$ cat config.mk
export PLATFORM = sky130hd
export DESIGN_NAME = sensor_debouncer
export DESIGN_NICKNAME = d
export VERILOG_FILES = /design/src/rtl/sensor_debouncer_pkg.sv /design/src/rtl/sensor_debouncer_debounce_channel.sv /design/src/rtl/sensor_debouncer.sv
export SDC_FILE = /design/constraint.sdc
export NUM_CORES = 1
export LEC_CHECK = 0
export CAP_MARGIN = 10
export CELL_PAD_IN_SITES_DETAIL_PLACEMENT = 0
export CELL_PAD_IN_SITES_GLOBAL_PLACEMENT = 1
export CORE_UTILIZATION = 48
export CTS_CLUSTER_SIZE = 24
export DETAILED_ROUTE_END_ITERATION = 16
export PLACE_DENSITY_LB_ADDON = 0.1
export SLEW_MARGIN = 20
export SYNTH_ARGS = -nofsm -noshare
export SYNTH_HDL_FRONTEND = slang
export SYNTH_SLANG_ARGS = --single-unit
$ cat constraint.sdc
create_clock -name clock -period 2.2 [get_ports clock]
set_input_delay 0.33 -clock clock [delete_from_list [all_inputs] [get_ports clock]]
set_output_delay 0.33 -clock clock [all_outputs]
set_load 0.1 [all_outputs]
$ cat src/rtl/sensor_debouncer_pkg.sv
// Shared constants for the sensor conditioning block: sensor bit positions
// in the published vector, default timing parameters and a width helper.
package sensor_debouncer_pkg;

    // Bit positions of each sensor inside the published 4-bit vector.
    localparam int SENS_HEAD    = 3;
    localparam int SENS_LEFT    = 2;
    localparam int SENS_BARRIER = 1;
    localparam int SENS_UNDER   = 0;
    localparam int SENS_COUNT   = 4;

    // Default timing parameters (clocks).
    localparam int DEFAULT_DEBOUNCE_CYCLES = 8;
    localparam int DEFAULT_FRAME_CYCLES    = 4;

    typedef logic [SENS_COUNT-1:0] sens_vec_t;

    // Width of a counter that must be able to hold the value max_count.
    function automatic int cnt_width(input int max_count);
        return (max_count < 1) ? 1 : $clog2(max_count + 1);
    endfunction

endpackage

$ cat src/rtl/sensor_debouncer_debounce_channel.sv
// One sensor channel: 2-FF synchroniser followed by a run-length debouncer.
// The stable bit only flips after DEBOUNCE_CYCLES consecutive clocks of the
// synchronised level disagreeing with it; any agreement restarts the count.
module debounce_channel
    import sensor_debouncer_pkg::*;
#(
    parameter int DEBOUNCE_CYCLES = DEFAULT_DEBOUNCE_CYCLES
) (
    input  logic clock,
    input  logic reset,
    input  logic i_raw,
    output logic o_stable,
    output logic o_busy
);

    localparam int               CW         = cnt_width(DEBOUNCE_CYCLES);
    localparam logic [CW-1:0]    COUNT_LAST = CW'(DEBOUNCE_CYCLES - 1);

    logic          r_meta;
    logic          r_sync;
    logic          r_stable;
    logic [CW-1:0] r_count;

    // Two-flop synchroniser for the asynchronous sensor line.
    always_ff @(posedge clock or negedge reset) begin
        if (!reset) begin
            r_meta <= 1'b0;
            r_sync <= 1'b0;
        end else begin
            r_meta <= i_raw;
            r_sync <= r_meta;
        end
    end

    // Count consecutive disagreeing clocks; accept the new level on the last one.
    always_ff @(posedge clock or negedge reset) begin
        if (!reset) begin
            r_stable <= 1'b0;
            r_count  <= '0;
        end else if (r_sync == r_stable) begin
            r_count  <= '0;
        end else if (r_count == COUNT_LAST) begin
            r_stable <= r_sync;
            r_count  <= '0;
        end else begin
            r_count  <= r_count + CW'(1);
        end
    end

    assign o_stable = r_stable;
    assign o_busy   = (r_count != '0);

endmodule

$ cat src/rtl/sensor_debouncer.sv
// Conditions the four raw field sensors for the robot controller. Each line is
// synchronised and debounced per channel; the resulting stable vector is
// published as a whole once per frame so the consumer never sees a partially
// updated set of sensor levels.
module sensor_debouncer
    import sensor_debouncer_pkg::*;
#(
    parameter int DEBOUNCE_CYCLES = DEFAULT_DEBOUNCE_CYCLES,
    parameter int FRAME_CYCLES    = DEFAULT_FRAME_CYCLES
) (
    input  logic clock,
    input  logic reset,
    input  logic raw_head,
    input  logic raw_left,
    input  logic raw_barrier,
    input  logic raw_under,
    output logic head,
    output logic left,
    output logic barrier,
    output logic under,
    output logic sensors_valid,
    output logic changed,
    output logic settling
);

    localparam int            FW         = cnt_width(FRAME_CYCLES);
    localparam logic [FW-1:0] FRAME_LAST = FW'(FRAME_CYCLES - 1);

    sens_vec_t     w_raw;
    sens_vec_t     w_stable;
    sens_vec_t     w_busy;
    logic          w_publish;

    logic [FW-1:0] r_frame;
    sens_vec_t     r_out;
    logic          r_valid;
    logic          r_changed;

    assign w_raw[SENS_HEAD]    = raw_head;
    assign w_raw[SENS_LEFT]    = raw_left;
    assign w_raw[SENS_BARRIER] = raw_barrier;
    assign w_raw[SENS_UNDER]   = raw_under;

    genvar gi;
    generate
        for (gi = 0; gi < SENS_COUNT; gi++) begin : g_channel
            debounce_channel #(
                .DEBOUNCE_CYCLES(DEBOUNCE_CYCLES)
            ) u_channel (
                .clock    (clock),
                .reset    (reset),
                .i_raw    (w_raw[gi]),
                .o_stable (w_stable[gi]),
                .o_busy   (w_busy[gi])
            );
        end
    endgenerate

    assign w_publish = (r_frame == FRAME_LAST);

    // Free-running frame counter; the publish happens on its last count.
    always_ff @(posedge clock or negedge reset) begin
        if (!reset) begin
            r_frame <= '0;
        end else if (w_publish) begin
            r_frame <= '0;
        end else begin
            r_frame <= r_frame + FW'(1);
        end
    end

    // Snapshot all stable bits together and raise the one-clock strobes.
    always_ff @(posedge clock or negedge reset) begin
        if (!reset) begin
            r_out     <= '0;
            r_valid   <= 1'b0;
            r_changed <= 1'b0;
        end else if (w_publish) begin
            r_out     <= w_stable;
            r_valid   <= 1'b1;
            r_changed <= (w_stable != r_out);
        end else begin
            r_valid   <= 1'b0;
            r_changed <= 1'b0;
        end
    end

    assign head          = r_out[SENS_HEAD];
    assign left          = r_out[SENS_LEFT];
    assign barrier       = r_out[SENS_BARRIER];
    assign under         = r_out[SENS_UNDER];
    assign sensors_valid = r_valid;
    assign changed       = r_changed;
    assign settling      = |w_busy;

endmodule

==> results summary <==
The length of the first detailed-routing pass in iterations is 4. The height of the chip came out at 58.72 um. Setup violations remaining at the end of the flow were counted as 0. In the routed layout, each cell is associated on average with a via count of 4.763. The portion of the clock cycle consumed by the worst path in the final layout came out at 85.31%. STA puts the critical path data required time at 1870 ps. The clock reaches the later pin of the worst-skew pair after 330 ps. The core utilization of the finished layout is 58.77%. The initial utilization of the core area, before any placement, comes to 50.57%.

After synthesis, the cell types taking the most area are sky130_fd_sc_hd__dfrtp_1 (60%), sky130_fd_sc_hd__ha_1 (7.3%), sky130_fd_sc_hd__xnor2_1 (6.8%), sky130_fd_sc_hd__nand2_1 (4.4%), sky130_fd_sc_hd__nor2_1 (3.4%). The highest clock frequency the design can meet came out at 532.8 MHz. The kind of start point of the critical path is a register. The number of sinks driven by the clock tree is 37.

In the final routed layout, each cell accounts on average for 11.72 um. Sequential elements use 59.97% of the synthesized area. The number of gates resized after cts is 0. The cell row count came out at 20. The startpoint identified for the worst register-to-register timing path is g_channel[0].u_channel.r_count[0]. The area of the die is 3447 sq um. The total of warnings raised by yosys came out at 0.

The diode insertion count for antenna repair came out at 0. The relative contribution of the clock network to total power is 21.0%. The total grt overflow is 0. The cell sitting at the root of the clock tree is a sky130_fd_sc_hd__clkbuf_4. The core box area came out at 3053 sq um.

The analysis attributes to net switching a power of 888.2 uW. Across the routed clock network, the largest skew measured is 10.48 ps. The count of routing violations after the opening detailed-route iteration came out at 34.

The highest layer touched by signal routing is met4. In this run switching power makes up 38.64% of total power. The sum of negative setup slack is 0 ps. Setup repair after global routing left no endpoint under its margin. TritonCTS built the clock tree.

The net count after synthesis came out at 145. The largest fanout on the critical path is 4. The CTS buffer count is 5. The post-detailed-routing wire length is 2273 um.

The slowest stage of the critical path belongs to the cell sky130_fd_sc_hd__dfrtp_1. The reported max-cap violation count is 0. The clock-pin slew on the worst setup and hold paths is 110 ps. The cell count of the worst reg-to-reg path is 4.

The post-synthesis to final-layout area growth is 16.21%. The via count of the first global-routing pass is 995. The path category of the worst min-delay check is in2async. The die is 58.72 um wide.

Dividing the synthesized area by the synthesized cell count gives 11.88 sq um. For this design the ratio of total power to cell area is 1281 nW/um^2. The share of the synthesized area in the top cell type came out at 59.97%. Of the total power, registers draw 43.6%.

The async set or reset register ratio after synthesis is 100.0%. After the last flow step, the layout net total stands at 164. In this run the remaining antenna-violating nets after routing total 0. After technology mapping, the gate count stands at 130. Broken down by cell family, the worst path's largest delay share belongs to flip-flops.

For this block, wires on met1 add up to 1029 um. STA puts the critical path data arrival time at 1550 ps. The largest net degree at the start of global routing is 38. The post-synthesis cell area is 1544 sq um. The critical path's largest stage delay is 440 ps. The routability-driven placement congestion ratio is 0.7567. The library cell used most frequently in the layout, excluding fill and tap cells, is sky130_fd_sc_hd__dfrtp_1. The most frequently used flop master after synthesis is sky130_fd_sc_hd__dfrtp_1.

The number of flops mapped to enable cells by yosys is 0. Summed over all nets, the half-perimeter wirelength after detailed placement is 1662 um. The number of hold violations in the final report came out at 0. The number of buffers between clock root and the deepest sink is 2. The count of different cell masters after synthesis came out at 19. The static leakage is 0.0008835 uW. The endpoint identified for the worst register-to-register timing path is g_channel[0].u_channel.o_stable. In the layout the commonest cells are sky130_fd_sc_hd__dfrtp_1 (37), sky130_fd_sc_hd__nand2_1 (18), sky130_fd_sc_hd__nor2_1 (14). The buffer and inverter count on the worst path is 2. The number of remaining DRC errors came out at 0. The maximum vdd ir drop is 0.6000 mV. In this run the post-CTS setup repair buffer count came out at 0. The logic gate share of total power came out at 35.4%. In this run the tightest slew margin relative to its limit is 47.30%. Internal power comes to 1410 uW. The first global-routing pass estimated 4284 um of wire. The largest total area in the synthesized netlist belongs to sky130_fd_sc_hd__dfrtp_1. The initial antenna violation count is 0. The synthesis-stage register bit count came out at 37. The number of pins with negative max-slew slack in the final report is 0. The maximum level of the CTS H-tree came out at 2. The count of vias placed by the detailed router is 924. The count of input and output buffers came out at 12. The number of hold buffers added after CTS was 0. Across all register-to-register paths, the minimum setup slack is 890 ps.

The total I/O pin count came out at 13. The actual slew at the worst max-slew pin came out at 790.5 ps. The time the worst path needs with I/O delays and setup is 1877 ps. Traced cell by cell, the critical path runs through inv_1 -> ha_1 -> nand2_1 -> nor3_1 -> nand3_1 -> buf_12. The run finished with clean final reports. In the detailed route, the total length drawn on met2 is 1054 um. Detailed routing placed a total of 113 um of wire on met3. The endpoint class of the critical path is a primary output. The global router's overall resource usage came out at 17.65%.

The share of post-route cells with drive strength above 1 is 15.33%. The critical path in this run is classified as reg2out.
## cells by family after synthesis
group	synth area share [%]
AOI/OAI and AO/OA	0.5674
xor gates and xnor gates	6.807
adders and majority gates	7.293
buffers and inverters	2.188
DFF	59.97
muxes	5.753
and+or+nand+nor	17.42
## power by group through the flow
stage / sequential, uW / combinational [uW] / clock [uW]
finish: 1000 / 814 / 483
global route: 1030 / 901 / 527
detailed placement: 1020 / 819 / 0
global placement: 1010 / 806 / 0
CTS: 1000 / 825 / 506
floorplan: 1190 / 425 / 0
## synth_stat cells, drive strengths merged (4+ instances only)
cell type	instances
nor2	17
nor2b	5
nor3	5
mux2	4
xnor2	12
mux2i	4
inv	9
nand2	18
dfrtp	37
nand3	5
ha	9
## through the flow
stage / hold WS [ps] / worst slack [ps] / power, uW / instances / area [sq um]
floorplan: 34.41 / 364.7 / 1617 / 130 / 1544
global placement: 334.8 / 716.6 / 1817 / 186 / 1709
detailed placement: 336.3 / 697.6 / 1836 / 186 / 1709
CTS: 78.86 / 307.1 / 2335 / 194 / 1794
global route: 116.3 / 183.6 / 2454 / 194 / 1794
finish: 61.80 / 323.3 / 2299 / 194 / 1794
## per-layer routing
layer,track usage (%),up-vias
met1,22.07,438
met2,26.11,22
li1,-,454
met4,9.864,0
met3,7.253,10
met5,0,-
## worst max-delay path by stage
stage | start | to | slack [ps] | cells past startpoint
floorplan | g_channel[0].u_channel.r_count[0] | settling | 360 | 5
global placement | g_channel[0].u_channel.r_count[0] | settling | 720 | 6
detailed placement | g_channel[0].u_channel.r_count[0] | settling | 700 | 6
CTS | g_channel[0].u_channel.r_count[0] | settling | 310 | 6
global route | g_channel[0].u_channel.r_count[0] | settling | 180 | 6
finish | g_channel[0].u_channel.r_count[0] | settling | 320 | 6
## registers in the layout (all words and copies together), names as in the netlist
name,cells
r_out,4
g_channel.u_channel.r_count,16
sensors_valid,1
r_frame,3
g_channel.u_channel.r_sync,4
changed,1
g_channel.u_channel.r_meta,4
g_channel.u_channel.o_stable,4
## area by class of cell
| type | instances | area, sq um |
|---|---|---|
| Clock buffer | 7 | 55.05 |
| Clock inverter | 1 | 30.03 |
| Fill cell | 259 | 1259 |
| Inverter | 9 | 33.78 |
| Multi-Input combinational cell | 84 | 584.3 |
| Sequential cell | 37 | 925.9 |
| Tap cell | 44 | 55.05 |
| Timing Repair Buffer | 12 | 110.1 |
Note: power is estimated with default switching activity, not from simulation.
